`src/rtl/iob_fp_round_sched_pkg.sv`:
```
// Shared configuration and pipeline stage types for the FP round/normalise scheduler.
// The widths live here so that the ports, the stage structs and the sub-modules agree.
package iob_fp_round_sched_pkg;

    localparam int DATA_W    = 24;
    localparam int EXP_W     = 8;
    localparam int N_REQ     = 4;
    localparam int ID_W      = $clog2(N_REQ);
    localparam int MAN_IN_W  = DATA_W + 3;
    localparam int MAN_OUT_W = DATA_W - 1;

    // The issue stage keeps guard/round/sticky bits; the result stage holds the rounded mantissa.
    typedef struct packed {
        logic                 valid;
        logic [ID_W-1:0]      id;
        logic [EXP_W-1:0]     exp;
        logic [MAN_IN_W-1:0]  man;
    } issue_t;

    typedef struct packed {
        logic                 valid;
        logic [ID_W-1:0]      id;
        logic [EXP_W-1:0]     exp;
        logic [MAN_OUT_W-1:0] man;
    } result_t;

endpackage

```
`src/rtl/iob_fp_round.sv`:
```
// Round-to-nearest-even followed by leading-zero normalisation of an unrounded mantissa.
// Input carries guard, round and sticky in its three LSBs; exponent arithmetic wraps.
module iob_fp_round #(
    parameter int DATA_W = 24,
    parameter int EXP_W  = 8
) (
    input  logic [EXP_W-1:0]  exp_i,
    input  logic [DATA_W+2:0] man_i,
    output logic [EXP_W-1:0]  exp_o,
    output logic [DATA_W-2:0] man_o
);

    localparam int OUT_W = DATA_W - 1;
    localparam int LZC_W = $clog2(OUT_W + 1);

    logic             rnd_bit;
    logic [OUT_W-1:0] rounded;
    logic [LZC_W-1:0] lzc;
    logic             found;

    assign rnd_bit = man_i[2] & ((|man_i[1:0]) | man_i[3]);
    assign rounded = man_i[DATA_W+1:3] + OUT_W'(rnd_bit);

    // A zero mantissa reports a full-width count so the shift clears it.
    always_comb begin
        lzc   = LZC_W'(OUT_W);
        found = 1'b0;
        for (int i = OUT_W - 1; i >= 0; i--) begin
            if (!found && rounded[i]) begin
                found = 1'b1;
                lzc   = LZC_W'(OUT_W - 1 - i);
            end
        end
    end

    always_comb begin
        exp_o = exp_i - EXP_W'(lzc);
        man_o = rounded << lzc;
        if (&man_i[DATA_W+2:3]) begin
            exp_o = exp_i + EXP_W'(1);
            man_o = '0;
        end
    end

endmodule

```
`src/rtl/iob_rr_arbiter.sv`:
```
// Combinational round-robin picker: first requester at or after the pointer wins.
// The pointer register itself lives in the parent so it advances with the pipeline.
module iob_rr_arbiter #(
    parameter int N_REQ = 4,
    parameter int ID_W  = 2
) (
    input  logic [N_REQ-1:0] req_i,
    input  logic             en_i,
    input  logic [ID_W-1:0]  ptr_i,
    output logic [N_REQ-1:0] grant_o,
    output logic [ID_W-1:0]  gnt_id_o,
    output logic             gnt_valid_o,
    output logic [ID_W-1:0]  next_ptr_o
);

    logic found;

    always_comb begin
        grant_o    = '0;
        gnt_id_o   = '0;
        found      = 1'b0;
        next_ptr_o = ptr_i;
        for (int i = 0; i < N_REQ; i++) begin
            if (en_i && !found && req_i[(int'(ptr_i) + i) % N_REQ]) begin
                found = 1'b1;
                grant_o[(int'(ptr_i) + i) % N_REQ] = 1'b1;
                gnt_id_o = ID_W'((int'(ptr_i) + i) % N_REQ);
            end
        end
        // Pointer moves just past the winner, wrapping to zero after the last requester.
        if (found) begin
            next_ptr_o = (gnt_id_o == ID_W'(N_REQ - 1)) ? '0 : gnt_id_o + ID_W'(1);
        end
        gnt_valid_o = found;
    end

endmodule

```
`src/rtl/iob_fp_round_sched.sv`:
```
// Shares one rounding/normalise unit among N_REQ requesters through a two-stage pipeline
// (issue register, result register) with round-robin arbitration and valid/ready handshakes.
module iob_fp_round_sched
    import iob_fp_round_sched_pkg::*;
(
    input  logic                      clk_i,
    input  logic                      arst_n_i,
    input  logic                      cke_i,
    input  logic [N_REQ-1:0]          req_valid_i,
    output logic [N_REQ-1:0]          req_ready_o,
    input  logic [N_REQ*EXP_W-1:0]    req_exp_i,
    input  logic [N_REQ*MAN_IN_W-1:0] req_man_i,
    output logic                      res_valid_o,
    input  logic                      res_ready_i,
    output logic [EXP_W-1:0]          res_exp_o,
    output logic [MAN_OUT_W-1:0]      res_man_o,
    output logic [ID_W-1:0]           res_id_o,
    output logic                      busy_o
);

    issue_t               s1_q;
    result_t              s2_q;
    logic                 advance1;
    logic                 advance2;
    logic                 arb_en;
    logic [N_REQ-1:0]     grant;
    logic [ID_W-1:0]      gnt_id;
    logic                 gnt_valid;
    logic [ID_W-1:0]      rr_ptr_q;
    logic [ID_W-1:0]      rr_ptr_next;
    logic [EXP_W-1:0]     sel_exp;
    logic [MAN_IN_W-1:0]  sel_man;
    logic [EXP_W-1:0]     rnd_exp;
    logic [MAN_OUT_W-1:0] rnd_man;

    assign advance2 = cke_i & (~s2_q.valid | res_ready_i);
    assign advance1 = cke_i & (~s1_q.valid | advance2);
    // Reset gates the arbiter so no ready is offered while the pipeline is held clear.
    assign arb_en   = advance1 & arst_n_i;

    iob_rr_arbiter #(
        .N_REQ(N_REQ),
        .ID_W (ID_W)
    ) u_arbiter (
        .req_i      (req_valid_i),
        .en_i       (arb_en),
        .ptr_i      (rr_ptr_q),
        .grant_o    (grant),
        .gnt_id_o   (gnt_id),
        .gnt_valid_o(gnt_valid),
        .next_ptr_o (rr_ptr_next)
    );

    assign req_ready_o = grant;

    always_comb begin
        sel_exp = '0;
        sel_man = '0;
        for (int k = 0; k < N_REQ; k++) begin
            if (gnt_id == ID_W'(k)) begin
                sel_exp = req_exp_i[k*EXP_W +: EXP_W];
                sel_man = req_man_i[k*MAN_IN_W +: MAN_IN_W];
            end
        end
    end

    always_ff @(posedge clk_i or negedge arst_n_i) begin
        if (!arst_n_i) begin
            s1_q     <= '0;
            rr_ptr_q <= '0;
        end else if (advance1) begin
            s1_q.valid <= gnt_valid;
            rr_ptr_q   <= rr_ptr_next;
            if (gnt_valid) begin
                s1_q.id  <= gnt_id;
                s1_q.exp <= sel_exp;
                s1_q.man <= sel_man;
            end
        end
    end

    iob_fp_round #(
        .DATA_W(DATA_W),
        .EXP_W (EXP_W)
    ) u_round (
        .exp_i(s1_q.exp),
        .man_i(s1_q.man),
        .exp_o(rnd_exp),
        .man_o(rnd_man)
    );

    // Result fields only change when a new operand drains in, keeping them stable under backpressure.
    always_ff @(posedge clk_i or negedge arst_n_i) begin
        if (!arst_n_i) begin
            s2_q <= '0;
        end else if (advance2) begin
            s2_q.valid <= s1_q.valid;
            if (s1_q.valid) begin
                s2_q.id  <= s1_q.id;
                s2_q.exp <= rnd_exp;
                s2_q.man <= rnd_man;
            end
        end
    end

    assign res_valid_o = s2_q.valid;
    assign res_exp_o   = s2_q.exp;
    assign res_man_o   = s2_q.man;
    assign res_id_o    = s2_q.id;
    assign busy_o      = s1_q.valid | s2_q.valid;

endmodule

```
`config.mk`:
```
export PLATFORM = sky130hd
export DESIGN_NAME = iob_fp_round_sched
export DESIGN_NICKNAME = d
export VERILOG_FILES = /design/src/rtl/iob_fp_round_sched_pkg.sv /design/src/rtl/iob_fp_round.sv /design/src/rtl/iob_rr_arbiter.sv /design/src/rtl/iob_fp_round_sched.sv
export SDC_FILE = /design/constraint.sdc
export NUM_CORES = 1
export LEC_CHECK = 0
export BUFFER_PORTS_ARGS = -buffer_cell sky130_fd_sc_hd__buf_4
export CAP_MARGIN = 20
export CORE_UTILIZATION = 51
export CTS_BUF_LIST = sky130_fd_sc_hd__clkbuf_4 sky130_fd_sc_hd__clkbuf_8
export DETAILED_ROUTE_END_ITERATION = 16
export GPL_TIMING_DRIVEN = 0
export HOLD_SLACK_MARGIN = 0.02
export PLACE_DENSITY = 0.75
export SKIP_LAST_GASP = 1
export SYNTH_ARGS = -nofsm -noshare
export SYNTH_HDL_FRONTEND = slang
export SYNTH_SLANG_ARGS = --single-unit
```
`constraint.sdc`:
```
create_clock -name clk_i -period 11.1 [get_ports clk_i]
set_input_delay 0.555 -clock clk_i [delete_from_list [all_inputs] [get_ports clk_i]]
set_output_delay 0.555 -clock clk_i [all_outputs]
set_load 0.05 [all_outputs]
```
==> Word level (Yosys, flattened, before mapping) <==
Index checks and enable logic that the tools add are counted.
{ "word_totals": {"output_inout_bits": 39, "register_bits": 74, "elab_cells": 197, "input_bits": 148} }
{ "op_classes": {"reduce_logical": 66, "shifts": 1, "n_eq_ne": 3, "n_lt_le_gt_ge": 8, "muxes": 87, "bitwise_logic": 16, "add_sub_neg": 7} }
{ "ops": {"columns": ["cell", "n"], "rows": [
  ["$mux 5", 23],
  ["$mux 27", 4],
  ["$mux 8", 5],
  ["$mux 1", 37],
  ["$logic_and 1x1->1", 33],
  ["$logic_not 1->1", 25],
  ["$reduce_and 24->1", 1],
  ["$add 23x1->23", 1],
  ["$mux 23", 1],
  ["$shl 23x5->23", 1],
  ["$mux 4", 4],
  ["$lt 3x4->1 const B", 3],
  ["$or 4x4->4", 3],
  ["$mux 2", 5],
  ["$ge 3x1->1 const B", 3],
  ["$add 8x1->8 const B", 1],
  ["$bmux 1 s2", 4],
  ["$demux 1 s2", 4],
  ["$reduce_or 2->1", 4],
  ["$sub 8x5->8", 1],
  ["$add 2x1->2 const B", 2],
  ["$add 2x2->2 const B", 2],
  ["$and 1x1->1", 4],
  ["$eq 2x2->1 const B", 2],
  ["other kinds (8)", 15]
]} }

==> Logic depth before layout (Yosys ltp) <==
Gate-level depths: netlist of the first run.
{ "depth": {"word_depth": 73, "depth_mapped": 25, "ltp_nobuf": 21} }

==> Cells and area by module <==
Synthesis of the first run repeated with hierarchy kept, for this count alone.
{ "hier_totals": {"cells_unflattened": 646, "hier_area_um2": 6952.9} }
{ "modules_own_cells": {"columns": ["mod", "area_per_inst_um2", "seq_area_each_um2", "n_inst", "cells_per_inst"], "rows": [
  ["iob_fp_round_sched", 3816.2, 1851.8, 1, 209],
  ["iob_fp_round", 2673.8, 0.0, 1, 379],
  ["iob_rr_arbiter", 462.9, 0.0, 1, 58]
]} }

==> Worst setup path after synthesis of the first run <==
Ideal clock, no wire load.
{ "synth_path": {"path_kind": "reg-to-reg", "start": "reg s1_q[3] in the netlist's numbering", "end": "reg s2_q, in the netlist res_exp_o[7]", "t_required_ns": 10.965, "synth_period_minus_slack_ns": 5.150, "path_stages_with_launch": 24, "t_arrival_ns": 5.015, "setup_slack_ns": 5.950, "n_path_buf": 2, "setup_ns": 0.135, "path_cell_list": "dfrtp_1 and2_1 ha_1 nand3_1 or3_1 buf_2 xnor2_2 or4_1 nor2_1 nand3_1 o21ai_4 inv_2 buf_6 ha_1 nor2b_1 ha_1 a21o_1 a21o_1 a21o_1 a21oi_1 o21bai_1 a21oi_1 xnor2_1 o21ai_0"} }
{ "synth_via": {"elab_chain_len": 72, "elab_cells_between_ends": 95} }
{ "synth_rtl": {"columns": ["element", "line_no", "rtl"], "rows": [
  ["from (decl)", "iob_fp_round_sched.sv:21", "issue_t s1_q;"],
  ["$or 1x1->1", "iob_fp_round.sv:21", "assign rnd_bit = man_i[2] & ((|man_i[1:0]) | man_i[3]);"],
  ["$and 1x1->1", "iob_fp_round.sv:21", null],
  ["$add 23x1->23", "iob_fp_round.sv:22", "assign rounded = man_i[DATA_W+1:3] + OUT_W'(rnd_bit);"],
  ["$mux 1", "iob_fp_round.sv:29", "if (!found && rounded[i]) begin"],
  ["$logic_not 1->1", "iob_fp_round.sv:29", null],
  ["$logic_and 1x1->1", "iob_fp_round.sv:29", null],
  ["$mux 1", "iob_fp_round.sv:29", null],
  ["$logic_not 1->1", "iob_fp_round.sv:29", null],
  ["(+56 left out)", null, null],
  ["$logic_not 1->1", "iob_fp_round.sv:29", null],
  ["$logic_and 1x1->1", "iob_fp_round.sv:29", null],
  ["$mux 1", "iob_fp_round.sv:29", null],
  ["$logic_not 1->1", "iob_fp_round.sv:29", null],
  ["$logic_and 1x1->1", "iob_fp_round.sv:29", null],
  ["$mux 5", "iob_fp_round.sv:29", null],
  ["$sub 8x5->8", "iob_fp_round.sv:37", "exp_o = exp_i - EXP_W'(lzc);"],
  ["$mux 8 *", "iob_fp_round.sv:39", "if (&man_i[DATA_W+2:3]) begin"],
  ["to (decl)", "iob_fp_round_sched.sv:22", "result_t s2_q;"]
]} }
Every way passes the cells marked *; elsewhere a longest branch is shown, timed or not.
A chain may end at the register's enable or synchronous reset.

==> Worst setup path in the final report of the first run <==
Ends and elaborated chain as after synthesis.

==> results.py, run 1 <==
metrics = {
    "global_routing": {
        "initial_antenna_violation_count": 0,
        "grt_pass1_vias": 6439,
        "overflow": 0,
        "gr-usage-all-layers_pct": 31.0,
        "wire_length_of_the_first_global_routing_pass_um": 32500,
        "grt_start_max_net_pins": 76,
    },
    "power_and_ir_drop": {
        "post-layout-total-power_mw": 2.75,
        "vdd.ir_drop.worst_mv": 0.152,
        "pwr_density_cell_nw_per_um2": 325,
        "power.static_leakage_nw": 3.93,
    },
    "logic_synthesis": {
        "synth.mux.area_fraction_pct": 6.96,
        "fraction_of_registers_with_async_set_reset_pct": 100,
        "syn-instance-count": 861,
        "synth_top_cell_by_area": "dfrtp_1",
        "synth.cell_area_um2": 6640,
        "synth-edff-count": 0,
        "syn_area_cell_um2": 7.71,
        "yosysSeqAreaShare_pct": 27.9,
        "postSynthRegisterBits": 74,
        "synth_fp_nets": 1027,
        "synth.area.top_cells": "dfrtp_1 28%, a21oi_1 7.1%, nor2_1 6.1%",
        "ys_types": 82,
        "post_synth_most_frequent_cells": "107 x nor2_1, 100 x nand2_1, 94 x a21oi_1",
        "warnings_from_yosys": 0,
        "synth_top_family_by_area": "compound AO/OA/AOI/OAI gates",
        "basic_gate_share_of_the_synthesized_area_counting_and_or_nand_and_nor_cells_pct": 21.9,
        "synth-adder-area-share_pct": 3.51,
        "synthDominantCellAreaShare_pct": 27.9,
        "ys.flop_type": "dfrtp_1",
        "synth_xor_area_share_pct": 4.60,
        "post_synthesis_compound_gate_area_fraction_pct": 29.7,
        "yosysMostFrequentCell": "nor2_1",
    },
    "floorplanning": {
        "boundaryPins": 187,
        "floorplan.initialDensity_pct": 52.4,
        "die_area_um2": 13500,
        "fp-row-count": 41,
        "die_x_um": 116,
        "chipHeight_um": 116,
        "core-area_um2": 12700,
    },
    "timing": {
        "period_needed_ns": 6.08,
        "max_slew.worst_pin.slew_ns": 0.955,
        "rsz0062_at_grt": "no",
        "fin_worst_skew_ns": 0.0103,
        "setup_viol": 0,
        "maxSlewHeadroom_pct": 36.2,
        "hold_viol": 0,
        "fin_crit_sh_pct": 54.8,
        "max_freq_mhz": 165,
        "final.setup.tns_ns": 0,
        "report.final.slew_viol_count": 0,
    },
    "placed_design": {
        "post-dp-hpwl_um": 17000,
        "place.port_buffers": 186,
        "gp_congestion": 0.963,
    },
    "hold_path": {
        "hp-class": "input port to asynchronous set/reset pin",
    },
    "cts": {
        "cts_resized": 0,
        "insertion_delay_ns": 0.37,
        "ctsLongestPathBuffers": 2,
        "cts_hold_fix_bufs": 0,
        "count_of_clock_tree_sinks": 74,
        "number_of_cts_inserted_buffers": 9,
        "cts.clk_slew.worst_paths_ns": 0.08,
        "tritoncts_clock_tree": "done",
        "post-cts-setup-buffers": 0,
        "htree_levels": 3,
        "cts-root-buf": "clkbuf_8",
    },
    "worst_setup_path": {
        "crit_path_start_kind": "flip-flop",
        "cp_data_arrival_time_ns": 6.32,
        "setup.worst_path.class": "flip-flop to flip-flop",
        "critPathCaptureType": "flip-flop",
        "critical_path_required_ns": 11.34,
        "timing.critical_path.fanout_max": 10,
    },
    "layout": {
        "fillers": 1170,
        "area.growth.synth_to_final_pct": 27.8,
        "final_layout_size_suffix_gt1_share_pct": 24.5,
        "count_of_inserted_antenna_diode_cells": 0,
        "fin_nets": 1225,
    },
    "route": {
        "drt-pass1-iter-count": 6,
        "routed_wl_um": 20800,
        "post_drt_via_cell_ratio": 5.78,
        "drt_first_iter_violations": 569,
        "routed_wire_length_per_instance_um": 16.8,
        "routed_via_count": 7141,
        "drt_antenna_net_count": 0,
        "post-route-drc-count": 0,
    },
    "outcome": {
        "result_of_the_run": "completed",
    },
    "run": {
        "maxCapViolCount": 0,
    },
}
[worst paths after layout]
| check | from | endpoint | slack, ns | cells past startpoint |
|---|---|---|---|---|
| max in group asynchronous | arst_n_i | s1_q[7] | 10.21 | 1 |
| hold / removal | arst_n_i | res_exp_o[3] | 0.31 | 1 |
| min in group clk_i | cke_i | res_valid_o | 0.45 | 2 |
| hold reg to reg | res_man_o[14] | res_man_o[14] | 0.48 | 2 |
| setup / recovery | s1_q[3] | res_exp_o[7] | 5.02 | 25 |
| setup reg to reg | s1_q[3] | res_exp_o[7] | 5.02 | 25 |
[cell usage in the layout, fill, tap and decap left out, types with 6 or more instances in the layout]
| cell type | instances |
|---|---|
| clkbuf_1 | 41 |
| mux2_2 | 9 |
| o22ai_1 | 6 |
| and2_1 | 6 |
| nor2b_1 | 6 |
| ha_1 | 17 |
| nor4_1 | 8 |
| buf_4 | 190 |
| a31oi_1 | 6 |
| inv_1 | 16 |
| xnor2_1 | 23 |
| a21o_1 | 9 |
| buf_2 | 14 |
| o211ai_1 | 6 |
| a22oi_1 | 36 |
| a211oi_1 | 11 |
| a21oi_1 | 94 |
| mux2i_1 | 23 |
| or3_1 | 9 |
| clkbuf_8 | 10 |
| o21ai_0 | 63 |
| nand4_1 | 12 |
| nand2b_1 | 8 |
| nor2_1 | 107 |
| dfrtp_1 | 74 |
| xor2_1 | 10 |
| and3_1 | 6 |
| nor3_1 | 15 |
| nand2_1 | 100 |
| buf_1 | 6 |
| nand3_1 | 18 |
[kinds of logic after synthesis]
kind of cell | after synthesis
compound gates | 299
buf+inv | 84
simple gates | 312
mux | 40
xor+xnor | 34
fa+ha+maj | 18
flops | 74
[layout make-up]
cell class	count	area (um2)	area share, %
clock buffer	10	138	1.62
timing repair buffer	187	1400	16.5
tap	172	215	2.54
buffer	66	294	3.47
clock inverter	6	87.6	1.03
multi-input combinational	703	4420	52.2
sequential	74	1850	21.8
inverter	18	67.6	0.797
[sequential cells by signal (all words and copies together) (netlist names)]
signal / flops
rr_ptr_q: 2
res_exp_o: 8
res_man_o: 23
res_valid_o: 1
s1_q: 38
res_id_o: 2
[where the power goes]
part | internal, mW | switching [mW] | leakage, nW | total, mW
clock | 0.133 | 0.110 | 0.117 | 0.243
sequential | 0.393 | 0.0855 | 0.928 | 0.478
combinational | 0.767 | 1.27 | 2.88 | 2.03
total | 1.29 | 1.46 | 3.93 | 2.75
[metrics by stage]
| stage | instances | utilization (%) | setup WS [ns] | hold slack [ns] | instance area [um2] |
|---|---|---|---|---|---|
| floorplan | 861 | - | 5.95 | 0.259 | 6640 |
| global placement | 1219 | 65.1 | 5.18 | 0.461 | 8250 |
| detailed placement | 1220 | 65.1 | 5.08 | 0.469 | 8250 |
| CTS | 1236 | 66.9 | 5.07 | 0.343 | 8480 |
| global route | 1236 | 66.9 | 4.55 | 0.386 | 8480 |
| finish | 1236 | 66.9 | 5.02 | 0.309 | 8480 |
[metal layers]
layer | global-route usage [%] | wire (um) | up-vias
li1 | - | - | 3553
met3 | 5.44 | 1180 | 35
met1 | 38.8 | 8780 | 3289
met2 | 54.0 | 10300 | 264
met5 | 0 | 0 | -
met4 | 10.3 | 569 | 0
[critical path, cell delays in order (launching register included)]
cell,delay (ns)
dfrtp_1,0.46
and2_1,0.16
ha_1,0.23
and3_1,0.18
clkbuf_1,0.26
nand4b_1,0.15
a2111oi_0,0.78
o211ai_2,0.38
nor3_4,0.38
o311ai_1,0.21
and2_1,0.20
buf_4,0.16
inv_2,0.13
buf_6,0.16
buf_4,0.20
ha_1,0.25
nor2b_1,0.17
ha_1,0.27
a21o_1,0.15
a21o_1,0.19
a21o_1,0.18
a21oi_1,0.21
o21bai_1,0.09
a21oi_1,0.19
xnor2_1,0.14
o21ai_0,0.08
No activity file was read; power rests on OpenSTA's default activity.
==> run 2, diff against run 1 <==
--- a/config.mk
+++ b/config.mk
@@ -7,12 +7,12 @@
 export LEC_CHECK = 0
 export BUFFER_PORTS_ARGS = -buffer_cell sky130_fd_sc_hd__buf_4
 export CAP_MARGIN = 20
-export CORE_UTILIZATION = 51
+export CORE_UTILIZATION = 50
 export CTS_BUF_LIST = sky130_fd_sc_hd__clkbuf_4 sky130_fd_sc_hd__clkbuf_8
 export DETAILED_ROUTE_END_ITERATION = 16
 export GPL_TIMING_DRIVEN = 0
 export HOLD_SLACK_MARGIN = 0.02
-export PLACE_DENSITY = 0.75
+export PLACE_DENSITY = 0.77
 export SKIP_LAST_GASP = 1
 export SYNTH_ARGS = -nofsm -noshare
 export SYNTH_HDL_FRONTEND = slang
==> constraint.sdc (replaced) <==
create_clock -name clk_i -period 5 [get_ports clk_i]
set_input_delay 0.25 -clock clk_i [delete_from_list [all_inputs] [get_ports clk_i]]
set_output_delay 0.25 -clock clk_i [all_outputs]
set_load 0.05 [all_outputs]
==> run 2 against run 1 <==
Net effect: global-route usage up 0.60 points; sequential power up 130%; cell area up 8.8%; total power up 140%; highest routed layer unchanged.
==> results.py, run 2 (synthesized netlist as in run 1, its figures left out) <==
metrics = {
    "power_and_ir_drop": {
        "pwr_density_cell_nw_per_um2": 724,
        "vdd.ir_drop.worst_mv": 0.373,
        "post-layout-total-power_mw": 6.67,
        "power.static_leakage_nw": 4.29,
    },
    "timing": {
        "max_freq_mhz": 200,
        "hold_ws_ns": 0.0131,
        "fin_worst_skew_ns": 0.0114,
        "hold_viol": 0,
        "setup_viol": 0,
        "rsz0062_at_grt": "yes",
        "fin_crit_sh_pct": 99.8,
        "period_needed_ns": 4.99,
        "layout_setup_ws_ns": 0.0116,
        "report.final.slew_viol_count": 0,
        "maxSlewHeadroom_pct": 23.2,
        "max_slew.worst_pin.slew_ns": 1.14,
    },
    "layout": {
        "count_of_inserted_antenna_diode_cells": 0,
        "flip_flop_count_of_the_largest_register_after_layout": 38,
        "layout.cells.most_common": "buf_4",
        "max_flop_register": "s1_q",
        "final_layout_size_suffix_gt1_share_pct": 32.8,
        "final_cell_mix": "244 x buf_4, 106 x nor2_1, 99 x nand2_1",
        "area.growth.synth_to_final_pct": 39.0,
        "fin_nets": 1271,
    },
    "global_routing": {
        "initial_antenna_violation_count": 0,
        "grt_start_max_net_pins": 76,
        "wire_length_of_the_first_global_routing_pass_um": 33300,
        "grt_pass1_vias": 6759,
        "overflow": 0,
        "gr-usage-all-layers_pct": 31.6,
    },
    "route": {
        "routed_wl_um": 22500,
        "post-route-drc-count": 0,
        "post_drt_via_cell_ratio": 5.88,
        "drt_antenna_net_count": 0,
        "routed_via_count": 7526,
        "drt-pass1-iter-count": 5,
        "routed_wire_length_per_instance_um": 17.5,
        "drt_first_iter_violations": 776,
    },
    "cts": {
        "htree_levels": 3,
        "ctsLongestPathBuffers": 2,
        "tritoncts_clock_tree": "done",
        "number_of_cts_inserted_buffers": 9,
        "insertion_delay_ns": 0.37,
        "cts_hold_fix_bufs": 0,
        "cts-root-buf": "clkbuf_8",
        "cts.clk_slew.worst_paths_ns": 0.07,
        "count_of_clock_tree_sinks": 74,
    },
    "placed_design": {
        "gp_congestion": 0.954,
        "place.port_buffers": 186,
        "post-dp-hpwl_um": 16900,
        "placement.setup.worst_slack_ns": -0.930,
    },
    "worst_setup_path": {
        "timing.rr.end": "res_exp_o[7]",
        "reg2reg_setup_slack_ns": 0.01,
        "critical_path_required_ns": 5.23,
        "setup.worst_path.class": "flip-flop to flip-flop",
        "rr_startpoint": "s1_q[11]",
        "timing.critical_path.fanout_max": 9,
        "cp_data_arrival_time_ns": 5.22,
        "r2r.worst_path.cells": 22,
        "critPathCaptureType": "flip-flop",
        "crit_path_start_kind": "flip-flop",
    },
    "floorplanning": {
        "fp-row-count": 41,
        "core-area_um2": 12800,
        "boundaryPins": 187,
        "die_area_um2": 13700,
        "die_x_um": 117,
        "chipHeight_um": 117,
        "floorplan.initialDensity_pct": 51.9,
    },
    "run": {
        "maxCapViolCount": 0,
    },
    "outcome": {
        "result_of_the_run": "completed",
    },
    "hold_path": {
        "hp-class": "input port to asynchronous set/reset pin",
    },
}
run 2: changes by cell type in the layout (fill, tap and decap cells not counted), sizes merged:
cell      change
buf          +54
bufinv        -1
clkbuf        -5
clkinv        -3
clkinvlp      +1
inv           -1
run 2: how the worst max path moves through the flow:
stage,cells past startpoint,from,endpoint
floorplan,25,s1_q[3],res_exp_o[7]
global placement,25,s1_q[3],res_exp_o[7]
detailed placement,25,s1_q[3],res_exp_o[7]
CTS,23,s1_q[5],res_exp_o[7]
global route,22,s1_q[11],res_exp_o[7]
finish,22,s1_q[11],res_exp_o[7]
run 2: layout make-up:
class / instances / area (um2)
tap: 172 / 215
fill: 1054 / 3550
clock inverter: 2 / 37.5
timing repair buffer: 242 / 1820
buffer: 57 / 334
inverter: 18 / 70.1
multi-input combinational: 703 / 4720
sequential: 74 / 1860
clock buffer: 13 / 160
run 2: critical path, stage by stage, from the launching register on:
cell,delay (ns)
dfrtp_1,0.34
buf_6,0.13
nand4_1,0.15
buf_6,0.19
or4_4,0.53
nor4_2,0.35
or3_1,0.18
a21oi_1,0.15
a2111o_2,0.55
o21ai_4,0.20
inv_2,0.08
buf_8,0.14
ha_2,0.32
nor2b_4,0.19
ha_4,0.22
a21o_1,0.15
a21o_1,0.19
a21o_1,0.19
a21oi_2,0.14
o21bai_1,0.07
a21oi_1,0.15
xnor2_1,0.15
o21ai_0,0.10
run 2: report_power, final:
part / internal, mW / total, mW / switching (mW)
registers: 0.878 / 1.12 / 0.242
clock network: 0.259 / 0.486 / 0.228
logic: 2.09 / 5.07 / 2.98
total: 3.22 / 6.67 / 3.45
run 2: through the flow:
| step | TNS [ns] | std cells | util [%] | area [um2] |
|---|---|---|---|---|
| 2_1_floorplan | 0 | 861 | - | 6670 |
| 3_3_place_gp | -3.55 | 1219 | 64.8 | 8280 |
| 3_5_place_dp | -3.76 | 1219 | 64.8 | 8280 |
| 4_1_cts | -0.0187 | 1251 | 69.1 | 8820 |
| 5_1_grt | -0.475 | 1281 | 72.2 | 9220 |
| 6_report | 0 | 1281 | 72.2 | 9220 |
run 2: timing repair:
action                                  in CTS  in global routing
buffers inserted                            22                 34
resized for setup                           47                 39
endpoints found under the hold margin        0                  0
cloned                                       0                  0
endpoints found under the setup margin      11                 38
pin swaps                                   17                 28
run 2: metal layers:
metal	GRT usage [%]	wire, um	vias to the layer above
met5	0	0	-
met4	17.5	1160	0
met3	4.94	1510	81
met2	54.2	10900	388
met1	38.0	8930	3405
li1	-	-	3652
